==> src/rtl/dma_controller_if.sv <==
// DMA controller bus bundle: CPU command/arbitration, device block port, memory burst port.
// Latency: none, wiring only.
// Backpressure: memory stalls through mem_ack, the CPU through bg; master is the DMA side.
interface dma_controller_if;
  logic        cmd_valid;
  logic [15:0] cmd_addr;
  logic        bg;
  logic [63:0] dev_data;
  logic        mem_ack;
  logic        br;
  logic [1:0]  offset;
  logic        mem_write;
  logic [15:0] mem_addr;
  logic [63:0] mem_data;
  logic        done;

  modport master (
    input  cmd_valid, cmd_addr, bg, dev_data, mem_ack,
    output br, offset, mem_write, mem_addr, mem_data, done
  );

  modport slave (
    output cmd_valid, cmd_addr, bg, dev_data, mem_ack,
    input  br, offset, mem_write, mem_addr, mem_data, done
  );
endinterface

==> src/rtl/dma_controller.sv <==
// DMA controller: moves three 4-word device blocks to base, base+4, base+8 (mod 2^16), then pulses done.
// Latency: cmd_valid to br 1 cycle; granted edge to mem_write 2 cycles; 3 bursts back-to-back.
// Backpressure: WRITE holds until mem_ack; losing bg aborts the burst and retries it. Macro DMA_CYCLE_STEAL_EN
//   drops br for one cycle between bursts and re-arbitrates each one.
module dma_controller (
  input  logic             clk,
  input  logic             reset,
  dma_controller_if.master bus
);

  typedef enum logic [2:0] {
    S_IDLE,
    S_REQ,
    S_FETCH,
    S_WRITE,
    S_RELEASE,
    S_DONE
  } state_t;

  state_t      state;
  state_t      state_nxt;
  logic [1:0]  idx;
  logic [15:0] base;
  logic [63:0] data_q;

  // State register.
  always_ff @(posedge clk or posedge reset) begin
    if (reset) begin
      state <= S_IDLE;
    end else begin
      state <= state_nxt;
    end
  end

  // Next state; an ack wins over a simultaneous grant loss.
  always_comb begin
    state_nxt = state;
    unique case (state)
      S_IDLE:    if (bus.cmd_valid) state_nxt = S_REQ;
      S_REQ:     if (bus.bg) state_nxt = S_FETCH;
      S_FETCH:   state_nxt = bus.bg ? S_WRITE : S_REQ;
      S_WRITE: begin
        if (bus.mem_ack) begin
          if (idx == 2'd2) begin
            state_nxt = S_DONE;
          end else begin
`ifdef DMA_CYCLE_STEAL_EN
            state_nxt = S_RELEASE;
`else
            state_nxt = S_FETCH;
`endif
          end
        end else if (!bus.bg) begin
          state_nxt = S_REQ;
        end
      end
      S_RELEASE: state_nxt = S_REQ;
      S_DONE:    state_nxt = S_IDLE;
      default:   state_nxt = S_IDLE;
    endcase
  end

  // Transfer context: base latched on command, block captured leaving FETCH, idx advanced on ack.
  always_ff @(posedge clk or posedge reset) begin
    if (reset) begin
      idx    <= 2'd0;
      base   <= 16'd0;
      data_q <= 64'd0;
    end else begin
      if (state == S_IDLE && bus.cmd_valid) begin
        base <= bus.cmd_addr;
        idx  <= 2'd0;
      end
      if (state == S_FETCH && bus.bg) begin
        data_q <= bus.dev_data;
      end
      if (state == S_WRITE && bus.mem_ack && idx != 2'd2) begin
        idx <= idx + 2'd1;
      end
    end
  end

  // Moore outputs decoded from state; idle values keep the device and memory ports quiet.
  always_comb begin
    bus.br        = 1'b0;
    bus.offset    = 2'b11;
    bus.mem_write = 1'b0;
    bus.mem_addr  = 16'd0;
    bus.done      = 1'b0;
    unique case (state)
      S_REQ:   bus.br = 1'b1;
      S_FETCH: begin
        bus.br     = 1'b1;
        bus.offset = idx;
      end
      S_WRITE: begin
        bus.br        = 1'b1;
        bus.mem_write = 1'b1;
        bus.mem_addr  = base + {12'd0, idx, 2'b00};
      end
      S_DONE:  bus.done = 1'b1;
      default: ;
    endcase
  end

  assign bus.mem_data = data_q;

endmodule

==> src/flat_wrapper.sv <==
// flat-port wrapper written by rule: the top's interface ports become plain ports
module dma_controller_flat 
  (clk, reset, bus_cmd_valid, bus_cmd_addr, bus_bg, bus_dev_data, bus_mem_ack, bus_br, bus_offset, bus_mem_write, bus_mem_addr, bus_mem_data, bus_done);
  dma_controller_if bus_i ();
  input  logic clk;
  input  logic reset;
  input wire logic [$bits(bus_i.cmd_valid)-1:0] bus_cmd_valid;
  input wire logic [$bits(bus_i.cmd_addr)-1:0] bus_cmd_addr;
  input wire logic [$bits(bus_i.bg)-1:0] bus_bg;
  input wire logic [$bits(bus_i.dev_data)-1:0] bus_dev_data;
  input wire logic [$bits(bus_i.mem_ack)-1:0] bus_mem_ack;
  output wire logic [$bits(bus_i.br)-1:0] bus_br;
  output wire logic [$bits(bus_i.offset)-1:0] bus_offset;
  output wire logic [$bits(bus_i.mem_write)-1:0] bus_mem_write;
  output wire logic [$bits(bus_i.mem_addr)-1:0] bus_mem_addr;
  output wire logic [$bits(bus_i.mem_data)-1:0] bus_mem_data;
  output wire logic [$bits(bus_i.done)-1:0] bus_done;
  assign bus_i.cmd_valid = bus_cmd_valid;
  assign bus_i.cmd_addr = bus_cmd_addr;
  assign bus_i.bg = bus_bg;
  assign bus_i.dev_data = bus_dev_data;
  assign bus_i.mem_ack = bus_mem_ack;
  assign bus_br = bus_i.br;
  assign bus_offset = bus_i.offset;
  assign bus_mem_write = bus_i.mem_write;
  assign bus_mem_addr = bus_i.mem_addr;
  assign bus_mem_data = bus_i.mem_data;
  assign bus_done = bus_i.done;
  dma_controller u_core (.clk(clk), .reset(reset), .bus(bus_i));
endmodule
==> config.mk <==
export PLATFORM = sky130hd
export DESIGN_NAME = dma_controller_flat
export DESIGN_NICKNAME = d
export VERILOG_FILES = /design/src/rtl/dma_controller_if.sv /design/src/rtl/dma_controller.sv /design/src/flat_wrapper.sv
export SDC_FILE = /design/constraint.sdc
export NUM_CORES = 1
export LEC_CHECK = 0
export BUFFER_PORTS_ARGS = -buffer_cell sky130_fd_sc_hd__buf_2
export CAP_MARGIN = 10
export CORE_AREA = 2 2 92 94
export DETAILED_ROUTE_END_ITERATION = 7
export DIE_AREA = 0 0 94 96
export GPL_TIMING_DRIVEN = 0
export PLACE_DENSITY = 0.79
export SYNTH_ARGS = -nofsm -noshare
export SYNTH_HDL_FRONTEND = slang
export SYNTH_SLANG_ARGS = --single-unit
==> constraint.sdc <==
create_clock -name clk -period 3.3 [get_ports clk]
set_input_delay 0.165 -clock clk [delete_from_list [all_inputs] [get_ports clk]]
set_output_delay 0.165 -clock clk [all_outputs]
set_load 0.02 [all_outputs]
==> results.txt <==
Crit path max fanout: 6
Worst vdd ir: 0.000565 V
Utilization after layout: 60.7%
Die area: 9020 sq um
WP data arrival: 2.47 ns
Mux contribution to synthesized area: 25.0%
Met1 usage: 22.0%
Setup-failing EPs final: 0
Synth top area share: 57.7%
Number of setup buffers added after CTS: 0
CP endpoint kind: primary output
Starting DRC count in detailed routing: 91
First-pass GRT wire length: 13100 um
Avg WL per Cell: 15.0 um
Worst hold path class: in2reg
Outcome: complete, no violations
Core footprint: 8050 sq um
Routed wire length: 8350 um
Pwr Total: 4.86 mW
Synth top area cells: dfrtp_1 (58%), mux2_2 (25%), buf_4 (1.8%)
DR vias/cell: 4.95
Most common cell after layout, fill and taps aside: buf_2
Register-to-register setup slack: 1.35 ns
Final period utilization: 79.9%
Lkg Pwr: 2.40 nW
Crit Path Class: reg2out
# rows: 33
H-tree depth: 3
Port-buffer cells: 169
Num CTS Buffers: 9
IO Count: 170
Setup TNS Final: 0 ns
TritonRoute pass-1 iters: 3
Placement Setup Slack: 1.02 ns
Worst Path Required: 3.13 ns
Cts hold-fix bufs: 1
Tightest Pin Transition: 0.596 ns
Area grow syn2layout: 32.6%
Ys Warns: 0
GRT Max-Usage Layer: met2
Root Buffer Master: clkbuf_8
GRT Util Overall: 19.0%
Share of cells above drive strength 1: 63.1%
CP Launch Type: register
Clk_lat worst skew: 0.35 ns
Vias: 2755
R2R cell count: 6
Simple-gate area share of the yosys netlist: 8.56%
R2r endpoint: u_core.bus.mem_data[3]
RSZ-0062 raised after global routing: false
Clock skew: 0.0132 ns
Top_reg_cell synth: dfrtp_1
Clock Tree Buf Depth: 2
Yosys cell types: 38
Pin count of the biggest net entering global routing: 47
P per Cell Area: 995 nW/um^2
Hold Crit Depth: 2
Effective utilization at floorplan: 45.7%
Fin Hold WS: 0.0395 ns
Hold Crit Endpoint: u_core.bus.mem_data[19]
Clock tree from TritonCTS: built
Largest family of logic cells by synthesized area: multiplexers
DP HPWL: 6490 um
Yosys reg bits: 85
Met3 Usage GRT: 7.36%
Sequential-to-total area share from yosys stat: 57.7%
Max Slew Vio Count: 0
Total grt overflow: 0
Final ANT Viol Nets: 0
Drc violations: 0
Synth area leader: dfrtp_1
Max Cap Viol: 0
Syn_area_per_cell: 13.9 sq um
Routing usage on met2: 32.4%
Sink Count: 85
Number of global-route vias before repair: 2854
Initial antenna violation count: 0
Final GP Congestion: 0.747
Die Ht: 96 um
Worst relative slew slack: 60.1%
Adder-Cell Fraction of Synth Area: 1.56%
Synth Area in XOR/XNOR: 2.38%
Syn Inst Count: 265
EDFF count, synth: 0
Clk slew on worst S/H paths: 0.09 ns
Syn_nets: 354
Antenna Cells: 0
Mapped cell area: 3680 sq um
Final Critical Period: 2.64 ns
Synth Area in Compound Gates: 1.90%
Most frequent cells in the layout: buf_2 (171), dfrtp_1 (85), mux2_2 (81)
Ys async rst share: 100%
FMAX: 379 MHz
Reg2reg start: u_core.state[0]
Post-route setup slack: 0.662 ns
Layout Nets: 536
Hold Crit Start: bus_dev_data[19]
Die Wd: 94 um
# resized after CTS: 0
Final-report hold violation count: 0
## state kept, by name, summed over array words and instances, names as in the netlist
| register | count |
|---|---|
| u_core.bus.mem_data | 64 |
| u_core.base | 16 |
| u_core.state | 3 |
| u_core.idx | 2 |
## cell type report
type                            count  area [sq um]
Buffer                             14          88.8
Timing Repair Buffer              171           883
Inverter                            4          17.5
Multi-Input combinational cell    162          1450
Fill cell                         670          3170
Tap cell                          105           131
Clock buffer                        9           124
Sequential cell                    85          2130
Clock inverter                      7          58.8
## worst max path at each step
stage / slack [ns] / end / startpoint
floorplan: 0.94 / u_core.base[0] / reset
global placement: 0.04 / u_core.base[9] / reset
detailed placement: 1.02 / bus_mem_addr[15] / u_core.idx[1]
CTS: 0.63 / bus_mem_addr[15] / u_core.idx[1]
global route: 0.53 / bus_mem_addr[15] / u_core.idx[1]
finish: 0.66 / bus_mem_addr[15] / u_core.idx[1]
## where the power goes
group	internal, mW	switching [mW]	total, mW
registers	1.56	0.324	1.89
clock network	0.284	0.387	0.670
logic	1.03	1.28	2.30
total	2.87	1.99	4.86
## through the flow
stage	instance area (sq um)	std cells
after CTS	4880	557
after global placement	4660	539
after floorplan	3680	265
after detailed placement	4690	540
after global routing	4880	557
final	4880	557
## worst max-delay path, stage by stage (launching register included)
cell     delay, ns
dfrtp_1       0.44
ha_1          0.29
a21oi_1       0.13
or3_4         0.43
or4_1         0.48
a21oi_1       0.17
buf_2         0.18
## per-layer routing
metal | routed length, um | vias to the layer above
met2 | 4190 | 107
met1 | 3310 | 1347
met3 | 728 | 10
li1 | - | 1291
met5 | 0 | -
met4 | 114 | 0
## Yosys cell counts (3+ instances only)
library cell  instances
dfrtp_1              85
xnor2_1               5
clkbuf_1              3
ha_1                  3
buf_4                 9
o21ai_0               3
xor2_1                5
nor2_1               15
and3_1                3
nand2b_1              3
mux2_2               81
inv_1                 4
a21oi_1               5
and2_1                5
nand3_1               3
nand2_1               7
## kinds of logic after synthesis
group | after synthesis
muxes | 82
and+or+nand+nor | 54
xor gates and xnor gates | 10
buffers and inverters | 18
adders and majority gates | 4
AOI/OAI and AO/OA | 12
DFF | 85
Power figures use the tool's default switching activity.
